--- config.mk ---
export PLATFORM = sky130hd
export DESIGN_NAME = mp_add_arb
export DESIGN_NICKNAME = d
export VERILOG_FILES = /design/src/rtl/mp_add_arb_pkg.sv /design/src/rtl/mp_add_arb_fa_par.sv /design/src/rtl/mp_add_arb.sv
export SDC_FILE = /design/constraint.sdc
export NUM_CORES = 1
export LEC_CHECK = 0
export BUFFER_PORTS_ARGS = -buffer_cell sky130_fd_sc_hd__buf_2
export CELL_PAD_IN_SITES_DETAIL_PLACEMENT = 1
export CELL_PAD_IN_SITES_GLOBAL_PLACEMENT = 1
export CORE_MARGIN = 1
export CORE_UTILIZATION = 35
export CTS_CLUSTER_SIZE = 12
export DETAILED_ROUTE_END_ITERATION = 8
export MAX_ROUTING_LAYER = met4
export PLACE_DENSITY_LB_ADDON = 0.1
export SETUP_SLACK_MARGIN = 0.4
export SKIP_LAST_GASP = 1
export SLEW_MARGIN = 20
export SYNTH_ARGS = -nofsm -noshare
export SYNTH_HDL_FRONTEND = slang
export SYNTH_HIERARCHICAL = 1
export SYNTH_SLANG_ARGS = --single-unit
--- constraint.sdc ---
create_clock -name clk -period 4.31 [get_ports clk]
set_input_delay 0.431 -clock clk [delete_from_list [all_inputs] [get_ports clk]]
set_output_delay 0.431 -clock clk [all_outputs]
set_load 0.02 [all_outputs]
--- src/rtl/mp_add_arb_pkg.sv ---
// Shared types and defaults for the arbitrated multi-word adder.
package mp_add_arb_pkg;

   typedef enum logic [1:0] {
      ST_IDLE = 2'd0,
      ST_RUN  = 2'd1,
      ST_DONE = 2'd2
   } state_t;

   localparam int unsigned DEF_N     = 4;
   localparam int unsigned DEF_WORDS = 4;

endpackage

--- src/rtl/mp_add_arb_fa_par.sv ---
// N-bit parallel adder with carry-in and carry-out.
module fa_par #(
   parameter int unsigned N = 4
) (
   input  logic [N-1:0] a,
   input  logic [N-1:0] b,
   input  logic         cin,
   output logic [N-1:0] sum,
   output logic         carry
);

   logic [N:0] w_sum;

   assign w_sum = {1'b0, a} + {1'b0, b} + {{N{1'b0}}, cin};
   assign sum   = w_sum[N-1:0];
   assign carry = w_sum[N];

endmodule

--- src/rtl/mp_add_arb.sv ---
// Two-requester round-robin front end to a word-serial multi-word adder.
module mp_add_arb
   import mp_add_arb_pkg::*;
#(
   parameter int unsigned N     = DEF_N,
   parameter int unsigned WORDS = DEF_WORDS
) (
   input  logic                 clk,
   input  logic                 rst_n,
   input  logic                 req0_valid,
   output logic                 req0_ready,
   input  logic [N*WORDS-1:0]   req0_a,
   input  logic [N*WORDS-1:0]   req0_b,
   input  logic                 req0_cin,
   input  logic                 req1_valid,
   output logic                 req1_ready,
   input  logic [N*WORDS-1:0]   req1_a,
   input  logic [N*WORDS-1:0]   req1_b,
   input  logic                 req1_cin,
   output logic                 res_valid,
   input  logic                 res_ready,
   output logic [N*WORDS-1:0]   res_sum,
   output logic                 res_carry,
   output logic                 res_id
);

   localparam int unsigned W  = N * WORDS;
   localparam int unsigned IW = (WORDS > 1) ? $clog2(WORDS) : 1;
   localparam logic [IW-1:0] LAST = IW'(WORDS - 1);

   state_t         r_state;
   state_t         w_state_nxt;
   logic           r_ptr;
   logic           r_id;
   logic           r_cy;
   logic           r_res_cy;
   logic [IW-1:0]  r_idx;
   logic [W-1:0]   r_a;
   logic [W-1:0]   r_b;
   logic [W-1:0]   r_sum;

   logic           w_any;
   logic           w_gnt;
   logic           w_acc;
   logic           w_last;
   logic [N-1:0]   w_wa;
   logic [N-1:0]   w_wb;
   logic [N-1:0]   w_ws;
   logic           w_wc;

   // r_ptr names the requester that wins a tie.
   always_comb begin
      w_any = req0_valid | req1_valid;
      w_gnt = 1'b0;
      unique case (1'b1)
         (req0_valid && req1_valid):  w_gnt = r_ptr;
         (req1_valid && !req0_valid): w_gnt = 1'b1;
         (req0_valid && !req1_valid): w_gnt = 1'b0;
         default:                     w_gnt = 1'b0;
      endcase
   end

   assign w_acc      = (r_state == ST_IDLE) && rst_n && w_any;
   assign req0_ready = w_acc && !w_gnt;
   assign req1_ready = w_acc && w_gnt;
   assign w_last     = (r_idx == LAST);

   always_comb begin
      w_state_nxt = r_state;
      unique case (r_state)
         ST_IDLE: if (w_acc)     w_state_nxt = ST_RUN;
         ST_RUN:  if (w_last)    w_state_nxt = ST_DONE;
         ST_DONE: if (res_ready) w_state_nxt = ST_IDLE;
         default:                w_state_nxt = ST_IDLE;
      endcase
   end

   always_ff @(posedge clk) begin
      if (!rst_n) r_state <= ST_IDLE;
      else        r_state <= w_state_nxt;
   end

   assign w_wa = r_a[r_idx*N +: N];
   assign w_wb = r_b[r_idx*N +: N];

   fa_par #(
      .N (N)
   ) u_add (
      .a     (w_wa),
      .b     (w_wb),
      .cin   (r_cy),
      .sum   (w_ws),
      .carry (w_wc)
   );

   always_ff @(posedge clk) begin
      if (!rst_n) begin
         r_ptr    <= 1'b0;
         r_id     <= 1'b0;
         r_cy     <= 1'b0;
         r_res_cy <= 1'b0;
         r_idx    <= '0;
         r_a      <= '0;
         r_b      <= '0;
         r_sum    <= '0;
      end else if (w_acc) begin
         r_a   <= w_gnt ? req1_a : req0_a;
         r_b   <= w_gnt ? req1_b : req0_b;
         r_cy  <= w_gnt ? req1_cin : req0_cin;
         r_id  <= w_gnt;
         r_ptr <= ~w_gnt;
         r_idx <= '0;
      end else if (r_state == ST_RUN) begin
         r_sum[r_idx*N +: N] <= w_ws;
         r_cy  <= w_wc;
         r_idx <= r_idx + IW'(1);
         if (w_last) r_res_cy <= w_wc;
      end
   end

   assign res_valid = (r_state == ST_DONE);
   assign res_sum   = r_sum;
   assign res_carry = r_res_cy;
   assign res_id    = r_id;

endmodule
==> run summary, run 1 <==
outcome -> finished, final reports clean
logic depth of the worst register-to-register path -> 8
synthesis-stage register bit count -> 56
Top Metal Used -> met4
maximum number of pins on one net before global-route repair -> 61
slew at the pin closest to its max-slew limit -> 1.02 ns
arrival time reported for the critical path endpoint -> 3.31 ns
top cell family by delay on the critical path -> flip-flops
predominant post-synthesis flop cell -> dfxtp_1
met3 routed wirelength -> 253 um
proportion of synthesized chip area in sequential cells -> 40.1%
class of the worst hold path -> in2reg
Skew-Pair Late Insertion Delay -> 0.31 ns
wirelength, routed -> 7.38 mm
Peak VDD IR -> 150 uV
fill cell count -> 979
Detailed Routing Iterations Pass 1 -> 4
CP most frequent cell -> nor2b_1
register-to-register path setup slack -> 1.25 ns
min setup slack post-route -> 1.25 ns
count of buffers from port buffering -> 91
via count -> 2518
die height -> 91.3 um
number of ports placed on the die boundary -> 92
Register Area -> 1120 sq um
GPL Wtd Cong -> 0.732
DR WL/cell -> 14.9 um
Critical Path Start Type -> flip-flop
crit path buf inv count -> 0
final setup skew -> 0.00514 ns
count of different cell masters after synthesis -> 41
post-layout min period -> 3.06 ns
top fanout value on the critical path -> 17
Final setup viols -> 0
Pwr Density -> 320 nW/um^2
Avg Cell Area, Syn -> 8.81 sq um
net count of the finished layout -> 476
Max stage delay on crit path -> 0.90 ns
data required time at the worst endpoint -> 4.56 ns
number of global-route vias before repair -> 2631
YS warnings -> 6
antenna violations before repair -> 0
Clock Path Buffers -> 2
Crit. Startpoint -> r_idx[0]
first-iteration detailed-routing DRC count -> 56
FP Rows -> 32
fraction of registers with async set/reset -> 0%
total congestion overflow after global routing -> 0
area of the core -> 7730 sq um
horizontal die dimension -> 91.3 um
post-detailed-route count of antenna-violating nets -> 0
first-pass GRT wire length -> 12.3 mm
category of the worst setup path capture point -> flip-flop
FF-to-FF Start -> r_idx[0]
H-tree depth -> 2
capturing element of the worst setup path -> res_sum[7]
CTS tree -> yes
cell type of the slowest stage on the worst timing path -> dfxtp_1
Die Footprint -> 8340 sq um
post-CTS clock slew at the launch and capture registers of the worst setup and hold paths -> 0.10 ns
Multi-input gate area -> 1530 sq um
DRC violation count after routing -> 0
final count of pins violating max slew -> 0
normalized max-slew margin -> 32.2%
gate count of the mapped netlist -> 317
crit path cell chain -> mux4_2, fa_1, a21o_1, a21oi_2, xnor2_1, nor2b_1, a22oi_1, nor2b_1
post-placement worst setup slack -> 1.22 ns
Crit Reg-Reg Endpoint -> res_sum[7]
Tot GR Track Use -> 19.0%
total nets after synthesis -> 398
Vias per Instance -> 5.07
Max Clock Freq -> 0.327 GHz
total power -> 1.08 mW
# Max-Cap Violations -> 0
TritonCTS Sinks -> 56
count of flip-flops with a built-in enable after synthesis -> 0
starting density of the core -> 36.2%
Post-CTS Repair Setup Buffers -> 0
leakage dissipation -> 1.46 nW
unrepaired setup endpoints after global routing -> false
DRT met1 WL -> 3.46 mm
aggregate negative setup slack -> 0 ns
Mapped Area -> 2790 sq um
root buffer cell -> clkbuf_8
worst setup path class -> reg2reg
detailed placer's ending HPWL -> 5.58 mm
Inserted Clock Buffers -> 5
share of the clock period used by the worst path -> 70.9%
layout cell share with drive strength beyond 1 -> 29.9%
number of hold buffers added after CTS -> 0
area overhead of the layout relative to synthesis -> 20.5%
met2 wirelength from detailed routing -> 3.57 mm
n_diodes -> 0
post_cts resized -> 0
Levels on crit path -> 8
final-report hold violation count -> 0
==> logic make-up (layout without fill, tap and decap cells) <==
group / Yosys count / after routing / synth area share, %
flops: 56 / 56 / 40.1
xor+xnor: 2 / 2 / 0.627
compound gates: 86 / 86 / 19.6
mux: 13 / 13 / 8.24
simple gates: 119 / 119 / 21.2
buf+inv: 31 / 109 / 5.20
fa+ha+maj: 10 / 10 / 5.02
==> sequential cells by signal (all words and copies together), names as in the netlist <==
name,flops
r_state,2
r_cy,1
r_ptr,1
res_sum,16
res_carry,1
r_b,16
r_idx,2
res_id,1
r_a,16
==> Yosys cell counts (2+ instances only) <==
master | instances | area share [%]
inv_1 | 6 | 0.81
a21boi_1 | 5 | 1.3
ha_1 | 8 | 3.6
nor4b_1 | 2 | 0.63
fa_1 | 2 | 1.4
nor2b_1 | 17 | 3.8
a31oi_1 | 25 | 5.6
o21ai_0 | 7 | 1.3
dfxtp_1 | 56 | 40
nor2_1 | 4 | 0.54
a22oi_1 | 13 | 3.5
nand2b_1 | 2 | 0.45
and2_1 | 2 | 0.45
buf_2 | 8 | 1.4
nand3_1 | 22 | 3.9
clkbuf_1 | 10 | 1.3
o21a_1 | 2 | 0.54
o21ai_1 | 25 | 4.5
buf_4 | 5 | 1.3
mux2i_1 | 5 | 1.8
nand2_1 | 60 | 8.1
nand3b_1 | 3 | 0.81
inv_2 | 2 | 0.27
xnor2_1 | 2 | 0.63
mux4_2 | 8 | 6.4
==> stage by stage <==
stage / hold slack [ns] / util [%] / instances / cell area [sq um]
2_1_floorplan: 0.437 / - / 317 / 2790
3_3_place_gp: 0.436 / 42.5 / 490 / 3290
3_5_place_dp: 0.447 / 42.5 / 490 / 3290
4_1_cts: 0.339 / 43.6 / 497 / 3370
5_1_grt: 0.352 / 43.6 / 497 / 3370
6_report: 0.346 / 43.6 / 497 / 3370
==> how the worst min path moves through the flow <==
| stage | cells past startpoint | from | end |
|---|---|---|---|
| after global routing | 3 | req0_a[15] | r_a[15] |
| after global placement | 2 | res_sum[8] | res_sum[8] |
| after detailed placement | 2 | res_carry | res_carry |
| final | 3 | req0_a[15] | r_a[15] |
| after floorplan | 2 | r_b[13] | r_b[13] |
| after CTS | 3 | req0_b[15] | r_b[15] |
==> layer usage <==
layer | GRT usage (%) | vias up
met4 | 4.63 | 0
met2 | 32.9 | 57
met1 | 23.0 | 1162
met5 | - | -
met3 | 3.18 | 11
li1 | - | 1288
==> tightest hold or removal path, stage by stage <==
cell and delay, ns:
buf_2 0.07, nand3_1 0.05, nand3_1 0.07
==> final cells by class <==
class	count	area share (%)
multi-input cells	230	45.4
flip-flops and latches	56	33.3
repair buffers	94	14.2
well taps	102	3.79
clock buffers	5	2.04
inverters	8	0.892
clock inverters	2	0.372
==> report_power, final <==
group / switching [mW] / leakage, nW / internal (mW)
clock network: 0.166 / 0.0400 / 0.111
registers: 0.0281 / 0.459 / 0.549
logic: 0.123 / 0.959 / 0.100
total: 0.318 / 1.46 / 0.760
==> placed cells by master (no fill, tap or decap), types with 7 or more instances in the layout <==
| cell type | instances |
|---|---|
| buf_2 | 91 |
| nand2_1 | 60 |
| dfxtp_1 | 56 |
| o21ai_1 | 25 |
| a31oi_1 | 25 |
| nand3_1 | 22 |
| nor2b_1 | 17 |
| a22oi_1 | 13 |
| mux4_2 | 8 |
| ha_1 | 8 |
| o21ai_0 | 7 |
Note: power is estimated with default switching activity, not from simulation.
==> inputs of run 2 (changes only) <==
- ABC_AREA: default -> 1
- clock period: 4.31 -> 2.95 ns (I/O delays scaled with it)
==> run summary, run 2 <==
die height -> 93.4 um
share of the clock period used by the worst path -> 79.4%
top cell family by delay on the critical path -> compound AO/OA/AOI/OAI gates
Inserted Clock Buffers -> 5
count of flip-flops with a built-in enable after synthesis -> 0
Max stage delay on crit path -> 0.41 ns
detailed placer's ending HPWL -> 6.29 mm
met1 track utilization from global routing -> 24.3%
Register Area -> 1120 sq um
met3 demand-to-capacity share in global routing -> 3.66%
Tot GR Track Use -> 20.7%
xor and xnor fraction of the mapped netlist area -> 0.299%
horizontal die dimension -> 93.4 um
maximum number of pins on one net before global-route repair -> 44
Multi-input gate area -> 1610 sq um
Pwr Density -> 466 nW/um^2
Mapped Area -> 2930 sq um
simple-gate share of the synthesized area -> 36.4%
register-to-register path setup slack -> 0.61 ns
total nets after synthesis -> 523
Peak VDD IR -> 192 uV
main combinational cell family by area after synthesis -> simple AND/OR/NAND/NOR gates
aggregate negative setup slack -> 0 ns
worst min-delay path startpoint -> req1_b[15]
number of cells after detailed placement -> 621
normalized max-slew margin -> 49.2%
starting density of the core -> 37.1%
most frequent standard cell in the layout excluding fill and tap cells -> nand2_1
top fanout value on the critical path -> 24
post-detailed-route count of antenna-violating nets -> 0
min setup slack post-route -> 0.606 ns
antenna violations before repair -> 0
worst setup path class -> reg2reg
GRT busiest layer -> met2
synthesis-stage register bit count -> 56
leakage dissipation -> 1.73 nW
class of the worst hold path -> in2reg
slew at the pin closest to its max-slew limit -> 0.761 ns
number of ports placed on the die boundary -> 92
TritonCTS Sinks -> 56
fraction of post-synthesis cell area in the top cell type by area -> 38.3%
area of the core -> 7890 sq um
root buffer cell -> clkbuf_8
final setup skew -> 0.00621 ns
unrepaired setup endpoints after global routing -> false
most instantiated cells after synthesis -> nand2_1 (200), dfxtp_1 (56), a21oi_1 (47)
predominant post-synthesis flop cell -> dfxtp_1
FF-to-FF Start -> r_idx[0]
Critical Path Start Type -> flip-flop
arrival time reported for the critical path endpoint -> 2.60 ns
fraction of registers with async set/reset -> 0%
Avg Cell Area, Syn -> 6.62 sq um
post-route non-filler standard cell count -> 629
final-report hold violation count -> 0
gate count of the mapped netlist -> 442
total congestion overflow after global routing -> 0
met2 Track Usage GR -> 36.2%
wirelength, routed -> 8.13 mm
DRC violation count after routing -> 0
n_diodes -> 0
# Max-Cap Violations -> 0
via count -> 3005
count of different cell masters after synthesis -> 27
count of buffers from port buffering -> 91
DR WL/cell -> 12.9 um
hold depth -> 3
Vias per Instance -> 4.78
Max Clock Freq -> 0.427 GHz
CTS tree -> yes
cell type of the slowest stage on the worst timing path -> fa_1
YS warnings -> 6
Skew-Pair Late Insertion Delay -> 0.31 ns
category of the worst setup path capture point -> flip-flop
number of hold buffers added after CTS -> 0
first-iteration detailed-routing DRC count -> 69
data required time at the worst endpoint -> 3.21 ns
Die Footprint -> 8730 sq um
post-layout min period -> 2.34 ns
logic depth of the worst register-to-register path -> 11
first-pass GRT wire length -> 13.9 mm
mux cell area share after synthesis -> 0%
proportion of synthesized chip area in sequential cells -> 38.3%
post_cts resized -> 0
worst hold path endpoint -> r_b[15]
Clock Path Buffers -> 2
most used standard cell by instance count after synthesis -> nand2_1
outcome -> finished, final reports clean
H-tree depth -> 2
layout cell share with drive strength beyond 1 -> 22.2%
Synth Area in Compound Gates -> 13.5%
area overhead of the layout relative to synthesis -> 21.1%
Detailed Routing Iterations Pass 1 -> 6
synthesized-area fraction occupied by adder cells -> 4.79%
fill cell count -> 1105
GPL Wtd Cong -> 0.817
net count of the finished layout -> 607
crit path cell chain -> buf_6, o21ai_0, o22ai_1, fa_1, inv_1, fa_1, o21ai_0, nand2_1, nand3_1, nand2_1, inv_1
Post-CTS Repair Setup Buffers -> 0
cell type with the largest total area after synthesis -> dfxtp_1
post-CTS clock slew at the launch and capture registers of the worst setup and hold paths -> 0.09 ns
final count of pins violating max slew -> 0
FP Rows -> 32
Crit Reg-Reg Endpoint -> r_cy
crit path buf inv count -> 3
post-placement worst setup slack -> 0.569 ns
number of global-route vias before repair -> 3062
Final setup viols -> 0
biggest area contributors in the synthesized netlist -> dfxtp_1 (38%), nand2_1 (26%), a21oi_1 (8.0%), ha_1 (3.4%), nor2_1 (3.3%)
most frequent cells in the layout -> nand2_1 (200), buf_2 (91), dfxtp_1 (56), a21oi_1 (47), nor2_1 (26)
-- run 2: changes by cell type after synthesis, sizes merged, moves of 8 or more --
cell	delta
a21oi	+45
a22oi	-13
a31oi	-25
inv	+18
mux4	-8
nand2	+143
nor2	+25
nor2b	-17
o21ai	-14
o22ai	+8
-- run 2: layout make-up --
cell class / instances / share of cell area (%)
inverters: 26 / 2.83
flip-flops and latches: 56 / 31.6
clock buffers: 8 / 2.54
multi-input cells: 342 / 45.6
well taps: 102 / 3.60
repair buffers: 95 / 13.8
-- run 2: worst max-delay path by stage --
| stage | from | endpoint | slack [ns] | cells after the start |
|---|---|---|---|---|
| 3_3_place_gp | r_idx[0] | res_sum[6] | 0.68 | 11 |
| 4_1_cts | r_idx[0] | res_sum[6] | 0.54 | 11 |
| 2_1_floorplan | r_idx[1] | res_sum[5] | 0.70 | 12 |
| 3_5_place_dp | r_idx[0] | res_sum[6] | 0.57 | 11 |
| 6_report | r_idx[0] | r_cy | 0.61 | 11 |
| 5_1_grt | r_idx[0] | res_sum[5] | 0.43 | 11 |
-- run 2: metrics by stage --
stage | power (mW) | hold WS [ns] | cell area [sq um] | util (%)
after floorplan | 1.11 | 0.398 | 2930 | -
after global placement | 1.22 | 0.451 | 3440 | 43.6
after detailed placement | 1.23 | 0.458 | 3440 | 43.6
after CTS | 1.67 | 0.176 | 3530 | 44.8
after global routing | 1.76 | 0.190 | 3540 | 44.9
final | 1.65 | 0.187 | 3540 | 44.9
-- run 2: metal layers --
layer / up-vias / part of all wire (%)
met1: 1361 / 47
met3: 8 / 3.8
li1: 1574 / -
met5: - / 0
met4: 0 / 1.2
met2: 62 / 48
-- run 2: report_power, final --
| group | switching, mW | total, mW | internal [mW] | leakage (nW) |
|---|---|---|---|---|
| clock | 0.242 | 0.434 | 0.192 | 0.0455 |
| combinational | 0.240 | 0.386 | 0.145 | 1.23 |
| sequential | 0.0291 | 0.831 | 0.802 | 0.457 |
-- run 2: logic make-up after synthesis --
| group | Yosys count |
|---|---|
| and+or+nand+nor | 255 |
| AOI/OAI and AO/OA | 76 |
| DFF | 56 |
| buffers and inverters | 44 |
| adders and majority gates | 10 |
| xor gates and xnor gates | 1 |
-- run 2: tightest hold or removal path, cell delays in order --
cell,delay [ns]
buf_2,0.08
nand2_1,0.04
nand2_1,0.06
